File: src/rtl/bcd_binary_seq_if.sv
// Handshake bundle for the packed-BCD to binary converter: BCD word in, binary result out.
interface bcd_binary_seq_if #(
  parameter int DIGITS = 3,
  parameter int BIN_W  = 10
);
  logic [4*DIGITS-1:0] bcd;
  logic                in_valid;
  logic                in_ready;
  logic [BIN_W-1:0]    bin;
  logic                out_valid;
  logic                out_ready;
  logic                err;

  modport master (output bcd, in_valid, out_ready, input in_ready, bin, out_valid, err);
  modport slave  (input bcd, in_valid, out_ready, output in_ready, bin, out_valid, err);
endinterface

File: src/rtl/bcd_binary_seq.sv
// Sequential packed-BCD to binary converter (reverse double-dabble, one bit per cycle).
// Optional digit check enabled by defining BCD_CHECK_EN.
module bcd_binary_seq #(
  parameter int DIGITS = 3,
  parameter int BIN_W  = 10
) (
  input  logic             clk,
  input  logic             rst_n,
  bcd_binary_seq_if.slave  bus
);
  localparam int RW = 4*DIGITS;
  localparam int CW = $clog2(BIN_W+1);

  typedef enum logic [1:0] {IDLE, SHIFT, DONE} state_t;

  state_t           state_q, state_d;
  logic [RW-1:0]    r_q, r_sh, r_fix;
  logic [BIN_W-1:0] b_q, b_sh;
  logic [CW-1:0]    cnt_q;
  logic             err_q, bad, accept;
  logic             in_ready, out_valid;

  // One iteration: shift {R,B} right, then pull each nibble back into BCD range.
  always_comb begin
    {r_sh, b_sh} = {r_q, b_q} >> 1;
    r_fix = r_sh;
    for (int d = 0; d < DIGITS; d++)
      if (r_sh[4*d+3]) r_fix[4*d +: 4] = r_sh[4*d +: 4] - 4'd3;
  end

`ifdef BCD_CHECK_EN
  always_comb begin
    bad = 1'b0;
    for (int d = 0; d < DIGITS; d++)
      if (bus.bcd[4*d +: 4] > 4'd9) bad = 1'b1;
  end
`else
  assign bad = 1'b0;
`endif

  always_ff @(posedge clk or negedge rst_n)
    if (!rst_n) state_q <= IDLE;
    else        state_q <= state_d;

  always_comb begin
    state_d   = state_q;
    in_ready  = 1'b0;
    out_valid = 1'b0;
    case (state_q)
      IDLE: begin
        in_ready = 1'b1;
        if (bus.in_valid) state_d = SHIFT;
      end
      SHIFT: if (cnt_q == CW'(1)) state_d = DONE;
      DONE: begin
        out_valid = 1'b1;
        if (bus.out_ready) state_d = IDLE;
      end
      default: state_d = IDLE;
    endcase
  end

  assign accept = in_ready & bus.in_valid;

  always_ff @(posedge clk or negedge rst_n)
    if (!rst_n) begin
      r_q   <= '0;
      b_q   <= '0;
      cnt_q <= '0;
      err_q <= 1'b0;
    end else if (accept) begin
      r_q   <= bus.bcd;
      b_q   <= '0;
      cnt_q <= CW'(BIN_W);
      err_q <= bad;
    end else if (state_q == SHIFT) begin
      r_q   <= r_fix;
      b_q   <= b_sh;
      cnt_q <= cnt_q - CW'(1);
    end

  assign bus.in_ready  = in_ready;
  assign bus.out_valid = out_valid;
  assign bus.bin       = (out_valid && !err_q) ? b_q : '0;
  assign bus.err       = out_valid & err_q;
endmodule

File: src/flat_wrapper.sv
// flat-port wrapper written by rule: the top's interface ports become plain ports
module bcd_binary_seq_flat 
#(
  parameter int DIGITS = 3,
  parameter int BIN_W  = 10
)
  (clk, rst_n, bus_bcd, bus_in_valid, bus_out_ready, bus_in_ready, bus_bin, bus_out_valid, bus_err);
  bcd_binary_seq_if #(.DIGITS(DIGITS), .BIN_W(BIN_W)) bus_i ();
  input  logic clk;
  input  logic rst_n;
  input wire logic [$bits(bus_i.bcd)-1:0] bus_bcd;
  input wire logic [$bits(bus_i.in_valid)-1:0] bus_in_valid;
  input wire logic [$bits(bus_i.out_ready)-1:0] bus_out_ready;
  output wire logic [$bits(bus_i.in_ready)-1:0] bus_in_ready;
  output wire logic [$bits(bus_i.bin)-1:0] bus_bin;
  output wire logic [$bits(bus_i.out_valid)-1:0] bus_out_valid;
  output wire logic [$bits(bus_i.err)-1:0] bus_err;
  assign bus_i.bcd = bus_bcd;
  assign bus_i.in_valid = bus_in_valid;
  assign bus_i.out_ready = bus_out_ready;
  assign bus_in_ready = bus_i.in_ready;
  assign bus_bin = bus_i.bin;
  assign bus_out_valid = bus_i.out_valid;
  assign bus_err = bus_i.err;
  bcd_binary_seq #(.DIGITS(DIGITS), .BIN_W(BIN_W)) u_core (.clk(clk), .rst_n(rst_n), .bus(bus_i));
endmodule
File: config.mk
export PLATFORM = sky130hd
export DESIGN_NAME = bcd_binary_seq_flat
export DESIGN_NICKNAME = d
export VERILOG_FILES = /design/src/rtl/bcd_binary_seq_if.sv /design/src/rtl/bcd_binary_seq.sv /design/src/flat_wrapper.sv
export SDC_FILE = /design/constraint.sdc
export NUM_CORES = 1
export LEC_CHECK = 0
export ABC_AREA = 1
export CELL_PAD_IN_SITES_DETAIL_PLACEMENT = 1
export CELL_PAD_IN_SITES_GLOBAL_PLACEMENT = 1
export CORE_ASPECT_RATIO = 1.25
export CORE_MARGIN = 2
export CORE_UTILIZATION = 37
export DETAILED_ROUTE_END_ITERATION = 16
export PLACE_DENSITY = 0.76
export SLEW_MARGIN = 20
export SYNTH_ARGS = -nofsm -noshare
export SYNTH_HDL_FRONTEND = slang
export SYNTH_SLANG_ARGS = --single-unit
export TNS_END_PERCENT = 50
File: constraint.sdc
create_clock -name clk -period 1.4 [get_ports clk]
set_input_delay 0.21 -clock clk [delete_from_list [all_inputs] [get_ports clk]]
set_output_delay 0.21 -clock clk [all_outputs]
set_load 0.01 [all_outputs]
==> impl_results.html <==
<table>
<tr><th>Metric</th><th>Value</th></tr>
<tr><th colspan="2">Timing</th></tr>
<tr><td>Post-layout min period</td><td>1.38 ns</td></tr>
<tr><td>Clock Skews</td><td>0.00261 ns</td></tr>
<tr><td>Final period util</td><td>a little over nine tenths</td></tr>
<tr><td>Final hold viol count</td><td>0</td></tr>
<tr><td>Summed negative setup slack over all endpoints</td><td>0 ns</td></tr>
<tr><td>Setup repair after global routing missed its margin</td><td>true</td></tr>
<tr><td>Top achievable clock speed</td><td>a little over 0.7 GHz</td></tr>
<tr><td>Number of slew-limit violations in the final report</td><td>0</td></tr>
<tr><td>Total of endpoints with negative setup slack in the final report</td><td>0</td></tr>
<tr><td>Final WS setup</td><td>0.0227 ns</td></tr>
<tr><th colspan="2">Drt</th></tr>
<tr><td>Routed length per instance</td><td>around 13 um</td></tr>
<tr><td>Vias per std cell</td><td>~4.8</td></tr>
<tr><td>Routed Antenna Nets</td><td>0</td></tr>
<tr><td>Via Count</td><td>1341</td></tr>
<tr><td>DRT Pass-1 Iters</td><td>2</td></tr>
<tr><td>Post-Route WL</td><td>3.69 mm</td></tr>
<tr><td>DRT iter0 DRCs</td><td>40</td></tr>
<tr><td>Number of remaining DRC errors</td><td>0</td></tr>
<tr><th colspan="2">Synth</th></tr>
<tr><td>Number of enable flip-flop cells after synthesis</td><td>0</td></tr>
<tr><td>Net Count, Synth</td><td>about 210</td></tr>
<tr><td>Sequential element share of the synthesized area</td><td>between 40% and 50%</td></tr>
<tr><td>Syn avg cell area</td><td>between 7 and 8 um2</td></tr>
<tr><td>Synth Register Bits</td><td>28</td></tr>
<tr><td>Synth unique cells</td><td>24</td></tr>
<tr><td>Leading post-synthesis cells by instance count</td><td>56 x nand2_1, 30 x inv_1, 28 x dfrtp_1</td></tr>
<tr><td>Synth warn</td><td>0</td></tr>
<tr><td>Largest area contributor in the netlist</td><td>dfrtp_1</td></tr>
<tr><td>Main area contributors after synthesis</td><td>dfrtp_1 47%, nand2_1 14%, inv_1 7.6%</td></tr>
<tr><td>Most common cell in the netlist</td><td>nand2_1</td></tr>
<tr><td>Post-Syn Instances</td><td>between 150 and 200</td></tr>
<tr><td>Area share of the largest cell type after synthesis</td><td>roughly 47%</td></tr>
<tr><td>Ys async rst share</td><td>100%</td></tr>
<tr><td>Synth Cell Area</td><td>0.00149 mm2</td></tr>
<tr><td>Post-synth top flop</td><td>dfrtp_1</td></tr>
<tr><th colspan="2">Die</th></tr>
<tr><td>Horiz. Die Dim</td><td>between 60 and 70 um</td></tr>
<tr><td>Effective utilization at floorplan</td><td>between 30% and 40%</td></tr>
<tr><td>I/O Pins</td><td>29</td></tr>
<tr><td>Total Die Area</td><td>around 0.0045 mm2</td></tr>
<tr><td>Area of the core</td><td>~0.0038 mm2</td></tr>
<tr><td>Floorplan die height</td><td>74.9 um</td></tr>
<tr><td>Number of placement rows</td><td>25</td></tr>
<tr><th colspan="2">CTS</th></tr>
<tr><td>Clock buffers created by TritonCTS</td><td>3</td></tr>
<tr><td>Count of clock tree sinks</td><td>28</td></tr>
<tr><td># hold bufs at CTS</td><td>0</td></tr>
<tr><td>Clock tree from TritonCTS</td><td>built</td></tr>
<tr><td>Later-pin clock latency in the skew report</td><td>approximately 0.27 ns</td></tr>
<tr><td>Clock input transition at the sequential cells of the worst setup and hold paths</td><td>around 0.090 ns</td></tr>
<tr><td>Root buf cell</td><td>clkbuf_8</td></tr>
<tr><td>Max H-tree Level</td><td>1</td></tr>
<tr><td>Number of setup buffers added after CTS</td><td>0</td></tr>
<tr><td>Worst-case clock buffer depth</td><td>2</td></tr>
<tr><th colspan="2">Run status</th></tr>
<tr><td>Outcome</td><td>complete, no violations</td></tr>
<tr><th colspan="2">Min path</th></tr>
<tr><td>Class of the worst hold path</td><td>in -&gt; async</td></tr>
<tr><th colspan="2">Setup path</th></tr>
<tr><td>Critical path fanouts, max</td><td>12</td></tr>
<tr><td>Critical path data arrival time</td><td>~1.2 ns</td></tr>
<tr><td>Category of the worst setup path capture point</td><td>output port</td></tr>
<tr><td>Required time at the endpoint of the critical path</td><td>around 1.2 ns</td></tr>
<tr><td>Setup crit start kind</td><td>flip-flop</td></tr>
<tr><td>Register-to-Register Setup Slack</td><td>around 0.06 ns</td></tr>
<tr><td>Kind of critical path</td><td>reg -&gt; out</td></tr>
<tr><th colspan="2">Power</th></tr>
<tr><td>Power density cells</td><td>about 1900 mW/mm2</td></tr>
<tr><td>Worst-case vdd ir drop</td><td>0.783 mV</td></tr>
<tr><td>Leakage power summed over all cells</td><td>0.000986 uW</td></tr>
<tr><th colspan="2">Cells and area</th></tr>
<tr><td>Antenna cells</td><td>0</td></tr>
<tr><td>Post-route core utilization</td><td>50.4%</td></tr>
<tr><td>Post-synthesis to final-layout area growth</td><td>29.4%</td></tr>
<tr><td>Share of cells above drive strength 1</td><td>19.5%</td></tr>
<tr><td>Register cell area after layout</td><td>about 700 um2</td></tr>
<tr><td>Total number of nets in the final design</td><td>approximately 250</td></tr>
<tr><td>FILL cells</td><td>around 500</td></tr>
<tr><td>Area of the multi-input gates</td><td>approximately 640 um2</td></tr>
<tr><th colspan="2">Global routing</th></tr>
<tr><td>Highest-utilization routing layer at the global route stage</td><td>met2</td></tr>
<tr><td>Initial antenna violation count</td><td>0</td></tr>
<tr><td>Global Route met3 Usage</td><td>between 2 and 2.5%</td></tr>
<tr><td>Pin count of the biggest net entering global routing</td><td>29</td></tr>
<tr><td>GR Util met1</td><td>between 20% and 30%</td></tr>
<tr><td>GRT Residual Overflow</td><td>0</td></tr>
<tr><td>Met2 Use GR</td><td>35.7%</td></tr>
<tr><td>Combined global-route utilization of all metal layers</td><td>roughly a fifth</td></tr>
<tr><td>Global-route wire length before repair</td><td>between 6 and 7 mm</td></tr>
<tr><td>Vias in the first global route</td><td>between 1000 and 1500</td></tr>
<tr><th colspan="2">Placement</th></tr>
<tr><td>Worst slack at placement</td><td>-0.167 ns</td></tr>
<tr><td>Number of I/O port buffers</td><td>27</td></tr>
<tr><td>Global placement routability congestion</td><td>0.758</td></tr>
<tr><td>Dpl hpwl</td><td>~2.8 mm</td></tr>
<tr><th colspan="2">Job</th></tr>
<tr><td>Reported max-cap violation count</td><td>0</td></tr>
</table>
==> sequential cells by signal (all words and copies together) (netlist names) <==
signal / flops
u_core.r_q: 12
u_core.b_q: 10
u_core.cnt_q: 4
u_core.state_q: 2
==> per-layer routing <==
metal,routed length (um),vias to the layer above
li1,-,669
met5,0,-
met3,89,6
met1,1510,644
met4,63,0
met2,2020,22
==> worst paths after layout <==
| path | startpoint | cells after the start | to |
|---|---|---|---|
| setup / recovery | u_core.state_q[0] | 4 | bus_bin[8] |
| hold / removal | rst_n | 2 | u_core.b_q[4] |
| setup reg to reg | u_core.state_q[1] | 7 | u_core.cnt_q[1] |
| hold reg to reg | u_core.r_q[11] | 2 | u_core.r_q[11] |
| min in group clk | bus_bcd[11] | 3 | u_core.r_q[11] |
| max in group asynchronous | rst_n | 2 | u_core.state_q[1] |
==> worst max-delay path, cell delays in order, from the launching register on <==
cell	delay, ns
dfrtp_1	0.40
inv_2	0.10
nand2_8	0.09
nor2_2	0.08
clkdlybuf4s15_2	0.22
==> report_power, final <==
part	switching (uW)	total [uW]	internal [uW]
combinational	1040	1800	756
clock	249	501	252
sequential	265	1430	1160
total	1560	3730	2170
==> layout by cell type (no fill, tap or decap) <==
| cell | count |
|---|---|
| dfrtp_1 | 27 |
| clkbuf_2 | 1 |
| buf_4 | 11 |
| o21a_1 | 1 |
| clkbuf_8 | 4 |
| nor3_1 | 1 |
| buf_2 | 10 |
| o21ai_1 | 1 |
| nand3_1 | 21 |
| buf_6 | 4 |
| o21ai_0 | 3 |
| clkdlybuf4s50_1 | 15 |
| nand3b_1 | 6 |
| o211ai_1 | 2 |
| o22ai_2 | 1 |
| nand2_8 | 1 |
| inv_2 | 3 |
| conb_1 | 1 |
| nand2_1 | 55 |
| a21oi_1 | 1 |
| nor2_2 | 5 |
| nor2_1 | 5 |
| ha_1 | 4 |
| clkdlybuf4s15_2 | 1 |
| xnor2_1 | 1 |
| inv_1 | 28 |
| dfrtp_2 | 1 |
| o22ai_1 | 10 |
| nor2_4 | 1 |
| nand2_4 | 1 |
==> cell families after synthesis <==
family	synth area share [%]
fa+ha+maj	3.36
other cells	0.252
buf+inv	12.2
flops	47.1
xor+xnor	0.589
simple gates	28.3
compound gates	8.24
==> cell type report <==
type	count	share of cell area, %
Tap cell	54	3.51
Sequential cell	28	36.5
Timing Repair Buffer	42	17.9
Clock buffer	4	2.86
Inverter	31	6.05
Multi-Input combinational cell	121	33.2
==> what timing repair did <==
| item | 4_1_cts | 5_1_grt |
|---|---|---|
| resized for setup | 40 | 22 |
| setup endpoints to repair | 12 | 14 |
| pin swaps | 1 | 0 |
==> stage by stage <==
stage / cells / instance area [um2] / hold WS, ns / total power [uW]
3_5_place_dp: 276 / 1870 / 0.467 / 3210
2_1_floorplan: 189 / 1490 / -0.0856 / 2600
5_1_grt: 280 / 1920 / 0.336 / 4090
3_3_place_gp: 276 / 1870 / 0.463 / 3070
4_1_cts: 280 / 1940 / 0.319 / 3740
6_report: 280 / 1920 / 0.309 / 3730
(Power assumes the default switching activity.)
